[src/rtl/pipe_stage_buf.sv]
// -----------------------------------------------------------------------------
// pipe_stage_buf
//
// Two-entry skid buffer between instruction fetch and decode. The main
// register holds the entry presented to decode; the skid register catches a
// second entry when decode stalls. This lets up_ready_o be driven purely from
// registered state, so it never combinationally depends on dn_ready_i or
// hold_i.
//
// Every output comes straight from a flop. The main register is loaded with
// NOP_PC/NOP_INST whenever the buffer empties, so the NOP substitution needs
// no output mux.
//
// Ports
//   clk          in   clock, rising edge
//   rst          in   synchronous active-high reset
//   flush_i      in   drop held and incoming entries (redirect)
//   hold_i       in   downstream stall, blocks pop only
//   up_valid_i   in   fetch offers an entry
//   up_ready_o   out  buffer can accept an entry this cycle
//   up_pc_i      in   fetched address
//   up_inst_i    in   fetched instruction
//   dn_valid_o   out  entry presented to decode
//   dn_ready_i   in   decode consumes the presented entry
//   dn_pc_o      out  presented address (NOP_PC when not valid)
//   dn_inst_o    out  presented instruction (NOP_INST when not valid)
//   occupancy_o  out  number of held entries, 0..2
// -----------------------------------------------------------------------------
module pipe_stage_buf #(
    parameter int                 PC_W     = 32,
    parameter int                 INST_W   = 32,
    parameter logic [PC_W-1:0]    NOP_PC   = '0,
    parameter logic [INST_W-1:0]  NOP_INST = INST_W'(32'h0000_0013)
) (
    input  logic              clk,
    input  logic              rst,
    input  logic              flush_i,
    input  logic              hold_i,
    input  logic              up_valid_i,
    output logic              up_ready_o,
    input  logic [PC_W-1:0]   up_pc_i,
    input  logic [INST_W-1:0] up_inst_i,
    output logic              dn_valid_o,
    input  logic              dn_ready_i,
    output logic [PC_W-1:0]   dn_pc_o,
    output logic [INST_W-1:0] dn_inst_o,
    output logic [1:0]        occupancy_o
);

    typedef enum logic [1:0] {
        ST_EMPTY = 2'd0,
        ST_ONE   = 2'd1,
        ST_TWO   = 2'd2
    } state_t;

    state_t              state_q;
    logic [PC_W-1:0]     main_pc_q;
    logic [INST_W-1:0]   main_inst_q;
    logic [PC_W-1:0]     skid_pc_q;
    logic [INST_W-1:0]   skid_inst_q;
    logic                up_ready_q;
    logic                dn_valid_q;
    logic [1:0]          occ_q;

    logic push;
    logic pop;

    assign push = up_valid_i & up_ready_q;
    assign pop  = dn_valid_q & dn_ready_i & ~hold_i;

    always_ff @(posedge clk) begin
        // rst and flush have the same effect; rst simply outranks everything.
        if (rst || flush_i) begin
            state_q     <= ST_EMPTY;
            main_pc_q   <= NOP_PC;
            main_inst_q <= NOP_INST;
            skid_pc_q   <= NOP_PC;
            skid_inst_q <= NOP_INST;
            up_ready_q  <= 1'b1;
            dn_valid_q  <= 1'b0;
            occ_q       <= 2'd0;
        end else begin
            case (state_q)
                ST_EMPTY: begin
                    if (push) begin
                        state_q     <= ST_ONE;
                        main_pc_q   <= up_pc_i;
                        main_inst_q <= up_inst_i;
                        dn_valid_q  <= 1'b1;
                        occ_q       <= 2'd1;
                    end
                end
                ST_ONE: begin
                    if (push && !pop) begin
                        state_q     <= ST_TWO;
                        skid_pc_q   <= up_pc_i;
                        skid_inst_q <= up_inst_i;
                        up_ready_q  <= 1'b0;
                        occ_q       <= 2'd2;
                    end else if (push && pop) begin
                        main_pc_q   <= up_pc_i;
                        main_inst_q <= up_inst_i;
                    end else if (pop) begin
                        state_q     <= ST_EMPTY;
                        main_pc_q   <= NOP_PC;
                        main_inst_q <= NOP_INST;
                        dn_valid_q  <= 1'b0;
                        occ_q       <= 2'd0;
                    end
                end
                ST_TWO: begin
                    // up_ready_o is low here, so push cannot occur.
                    if (pop) begin
                        state_q     <= ST_ONE;
                        main_pc_q   <= skid_pc_q;
                        main_inst_q <= skid_inst_q;
                        up_ready_q  <= 1'b1;
                        occ_q       <= 2'd1;
                    end
                end
                default: begin
                    state_q     <= ST_EMPTY;
                    main_pc_q   <= NOP_PC;
                    main_inst_q <= NOP_INST;
                    up_ready_q  <= 1'b1;
                    dn_valid_q  <= 1'b0;
                    occ_q       <= 2'd0;
                end
            endcase
        end
    end

    assign up_ready_o  = up_ready_q;
    assign dn_valid_o  = dn_valid_q;
    assign dn_pc_o     = main_pc_q;
    assign dn_inst_o   = main_inst_q;
    assign occupancy_o = occ_q;

endmodule

[config.mk]
export PLATFORM = sky130hd
export DESIGN_NAME = pipe_stage_buf
export DESIGN_NICKNAME = d
export VERILOG_FILES = /design/src/rtl/pipe_stage_buf.sv
export SDC_FILE = /design/constraint.sdc
export NUM_CORES = 1
export LEC_CHECK = 0
export CAP_MARGIN = 20
export CELL_PAD_IN_SITES_DETAIL_PLACEMENT = 1
export CELL_PAD_IN_SITES_GLOBAL_PLACEMENT = 2
export CORE_MARGIN = 2
export CORE_UTILIZATION = 30
export CTS_CLUSTER_DIAMETER = 80
export CTS_CLUSTER_SIZE = 12
export DETAILED_ROUTE_END_ITERATION = 6
export PLACE_DENSITY = 0.79
export SLEW_MARGIN = 25
export SYNTH_ARGS = -nofsm -noshare
export SYNTH_HDL_FRONTEND = slang
export SYNTH_SLANG_ARGS = --single-unit
[constraint.sdc]
create_clock -name clk -period 1.9 [get_ports clk]
set_input_delay 0.475 -clock clk [delete_from_list [all_inputs] [get_ports clk]]
set_output_delay 0.475 -clock clk [all_outputs]
set_load 0.01 [all_outputs]
; After elaboration in Yosys (flattened, before gate mapping)
; Cells that the tools add are included.
[totals]
output_inout_bits = 68
register_bits = 132
inputBits = 70
wordCells = 60
[classes]
n_eq_ne = 11
mux = 26
bitwise = 6
reduce_logical = 10
[op_table]
columns = operator, count
row1 = $mux W32, 10
row2 = $pmux W32 S3, 2
row3 = $ne A2 B2 Y1 const B, 6
row4 = $mux W2, 5
row5 = $ne A3 B3 Y1 const B, 3
row6 = $reduce_and A4 Y1, 2
row7 = $mux W1, 6
row8 = $pmux W1 S3, 2
row9 = $pmux W2 S3, 1
row10 = $reduce_and A5 Y1, 1
row11 = $and A1 B1 Y1, 3
row12 = $not A1 Y1, 3
row13 = $reduce_and A3 Y1, 1
row14 = $eq A2 B1 Y1 const B, 1
row15 = $eq A2 B2 Y1 const B, 1
row16 = $logic_and A1 B1 Y1, 2
row17 = $logic_not A2 Y1, 1
row18 = $reduce_and A2 Y1, 1
row19 = $logic_not A1 Y1, 1
row20 = $logic_or A1 B1 Y1, 1

; Logic depth before layout (Yosys ltp)
[depth]
depth_word = 6
mapped_depth = 7
depth_no_buf = 4

; Worst setup path before layout
; OpenSTA, ideal clock, no wires.
[synth_path]
path_type = input to register
start = input port hold_i
end = register main_inst_q[10], in the netlist dn_inst_o[10]
required_time_ps = 1783
path_buffers = 2
cell_stages = 6
arrival_ps = 1490
path_slack_ps = 293
setup_time_ps = 117
cell_sequence = nand3b_4 and3_1 o21a_1 buf_6 buf_6 a22o_1
[synth_between]
elab_chain_cells = 6
word_cells_on_any_way = 12
classes_between = eq/ne: 3 / mux: 3 / bitwise: 2 / reduce/logical: 4
[synth_rtl]
columns = element, line_no
row1 = from (decl), 38  ; input logic hold_i,
row2 = $not A1 Y1 (*), 69  ; assign pop = dn_valid_q & dn_ready_i & ~hold_i;
row3 = $and A1 B1 Y1 (*), 69
row4 = $logic_and A1 B1 Y1 / $logic_not A1 Y1 (equally long branches), "100, 94"
row5 = $mux W32 / $logic_and A1 B1 Y1 (equally long branches), "100, 94"
row6 = $mux W32 / $ne A2 B2 Y1 (equally long branches), n/a
row7 = $pmux W32 S3 / $reduce_and A4 Y1 (equally long branches), n/a
row8 = to (signal assigned), 88  ; main_inst_q <= up_inst_i;
row9 = to (signal assigned), 102  ; main_inst_q <= up_inst_i;
row10 = to (signal assigned), 116  ; main_inst_q <= skid_inst_q;
row11 = to (decl), 58  ; logic [INST_W-1:0] main_inst_q;
; Every way passes the cells marked *; elsewhere a longest branch is shown, timed or not. The select of a mux whose other input is x is not followed.
; A chain may end at the register's enable or synchronous reset.

; Worst setup path in the final report
[layout_path]
start = register dn_valid_q, in the netlist dn_valid_o
end = output port dn_valid_o
[layout_rtl]
columns = element, line_no
row1 = from (decl), 62  ; logic dn_valid_q;
row2 = from (signal assigned), 80  ; dn_valid_q <= 1'b0;
row3 = from (signal assigned), 89  ; dn_valid_q <= 1'b1;
row4 = from (signal assigned), 107  ; dn_valid_q <= 1'b0;
row5 = to (decl), 43  ; output logic dn_valid_o,
; No word-level cell between the ends.

==> metrics.cfg <==
[synthesis]
synth_top_area_cell = dfxtp_1
synth_top_cell_area_share_pct = 45.88
netlist_instances = 620
ys.flop_type = dfxtp_1
syn_area_per_cell_sq_um = 9.289
synth-simple-area-share_pct = 11.77
synth_cell_types = 28
synth_edf_count = 0
synth-seq-cells = 132
syn_nets = 690
ys_async_sr_fraction_pct = 0
synthMuxAreaShare_pct = 10.60
synth_area_leaders = dfxtp_1 (46%), mux2i_1 (11%), a22o_1 (9.3%)
syn-cell-area_sq_um = 5759
synthAdderAreaFrac_pct = 0
yosys_warnings = 0
synth_top_family_by_area = compound AO/OA/AOI/OAI gates
synthXorXnorAreaFrac_pct = 0
ys_seq_area_share_pct = 45.88
synth-compound-area-share_pct = 26.27

[final_layout]
fin_nets = 818
synthToLayoutAreaGrowth_pct = 40.36
n_antenna_cell = 0
fill_cells = 2097
final_util_pct = 43.07
drive_above_1_share_pct = 9.342

[floorplan]
die_w_microns = 142.6
io-pin-count = 138
num_rows = 50
core_sq_um = 18770
die_y_microns = 142.6
initial_core_util_pct = 30.69
die_area_sq_um = 20320

[setup_path]
worstPathCellList = clkdlybuf4s50_1
required_ns = 1.42
worstPathBufferInverterCount = 1
cp.arrival_ns = 1.39
worstSetupStartpointType = register
reg2reg_slack_ns = 0.31
slowest_delay_ns = 0.57
cp_slowest_cell = clkdlybuf4s50_1
crit_type = register to output pin
crit_family = buffers and inverters
path_max_fanout = 6
critPathCaptureType = output pin

[clock_network]
ctsResizeCount = 4
post-cts-setup-buffers = 0
numClockSinks = 132
numCtsBuffers = 17
clock_path_buffers = 2
cts_hold_buf = 0
insertion_delay_ns = 0.42
clk_pin_slew_ns = 0.06
root_buffer = clkbuf_16
cts_tree = done
h-tree-depth = 4

[sta]
finalSetupViolations = 0
slew_headroom_pct = 75.11
tightest_slew_ns = 0.3705
period_share_pct = 97.98
fin_crit_ns = 1.862
drv_slew = 0
clock_skew_ns = 0.007717
setup_tns_ns = 0
rsz0062_at_grt = no
hold_violations = 0
fmax_ghz = 0.5372

[global_route]
grt_pass1_vias = 5624
antenna_found_initial = 1
gr-total-overflow = 0
grtUsageTotal_pct = 18.50
grt_start_max_net_pins = 47
grt_pass1_wl_microns = 29680

[drt]
routed_wl_microns = 18120
post_drt_via_cell_ratio = 5.194
drcViolationCount = 0
firstDrtPassIters = 4
via_count = 5163
drt-initial-drc-count = 220
postRouteAntennaNets = 0
avgRoutedWirePerCell_microns = 18.23

[place]
gp_congestion = 0.7916
port_buffers = 137
dp_hpwl_microns = 11800

[worst_hold_path]
hold_class = register to register

[power_and_ir_drop]
p_switching_mw = 1.673
clkPwrFrac_pct = 46.8
max-vdd-ir-drop_uv = 640.0
swShare_pct = 24.48
power_leakage_nw = 2.781
power.share.sequential_pct = 42.1
powerDensity_nw_per_um2 = 845.3
p_comb_share_pct = 11.0
p_int_mw = 5.160

[run_status]
status = completed

[flow_run]
drv_cap = 0

synth_stat cells (all sizes together), types with 4 or more instances:
| master | count |
|---|---|
| nand3 | 6 |
| o2bb2ai | 61 |
| a21oi | 69 |
| clkbuf | 17 |
| nor3 | 7 |
| a22o | 61 |
| inv | 4 |
| dfxtp | 132 |
| buf | 39 |
| o21ai | 7 |
| mux2i | 61 |
| nand2 | 134 |
cell type report:
type                            instances  area [sq um]  area share (%)
Multi-Input combinational cell        428          2823           34.92
Sequential cell                       132          2653           32.81
Timing Repair Buffer                  165          1723           21.31
Clock buffer                           21         480.5           5.943
Tap cell                              234         292.8           3.622
Clock inverter                         10         97.59           1.207
Inverter                                4         15.01          0.1857
metal layers:
| metal | track usage, % | part of all wire [%] |
|---|---|---|
| met5 | 0 | 0.039 |
| met4 | 5.367 | 1.3 |
| met3 | 3.634 | 3.2 |
| met2 | 33.22 | 51 |
| met1 | 22.35 | 45 |
sequential cells by signal, indices dropped and copies added (netlist names):
| name | cells |
|---|---|
| dn_inst_o | 32 |
| dn_pc_o | 32 |
| dn_valid_o | 1 |
| occupancy_o | 2 |
| skid_inst_q | 32 |
| skid_pc_q | 32 |
| up_ready_o | 1 |
kinds of logic (layout without fill, tap and decap cells):
kind of cell / count (synthesis) / after routing
flip-flops: 132 / 132
multiplexers: 61 / 61
AND/OR/NAND/NOR: 161 / 161
buffers and inverters: 60 / 200
AO/OA/AOI/OAI: 206 / 206
placed cells by master (no fill, tap or decap), types with 3 or more instances in the layout:
cell             instances
clkinvlp_4               3
o21ai_0                  6
nand2_1                133
a21oi_1                 69
o2111ai_1                3
inv_1                    4
o2bb2ai_1               61
clkbuf_16               17
a22o_1                  61
buf_12                  11
dfxtp_1                128
and3b_1                  3
buf_4                   17
nor2_1                   3
clkbuf_8                 4
nor3_1                   5
clkdlybuf4s50_1        134
mux2i_1                 61
a21o_1                   3
nand3_1                  5
through the flow:
step                      power (mW)  std cells  hold slack [ns]  cell area (sq um)  setup WS (ns)
after floorplan                3.269        620           0.4360               5759         0.2931
after global placement         3.678        963           0.4405               7492        -0.2644
after detailed placement       3.701        963           0.4491               7492        -0.3301
after CTS                      6.933        994           0.4580               8074        0.01231
after global routing           7.113        994           0.4793               8084       0.004487
final                          6.833        994           0.4546               8084        0.03833
final timing paths:
path	startpoint	to	cells after the start
worst min register to register	skid_inst_q[7]	skid_inst_q[7]	2
worst max-delay path	dn_valid_o	dn_valid_o	1
worst max register to register	occupancy_o[0]	dn_inst_o[28]	4
worst min-delay path	skid_inst_q[7]	skid_inst_q[7]	2
power by group through the flow:
stage | registers (mW) | logic, mW | clock network [mW]
floorplan | 2.95 | 0.319 | 0
global placement | 2.94 | 0.740 | 0
detailed placement | 2.94 | 0.761 | 0
CTS | 2.88 | 0.765 | 3.29
global route | 2.89 | 0.822 | 3.40
finish | 2.88 | 0.755 | 3.20
No activity file was read; power rests on OpenSTA's default activity.
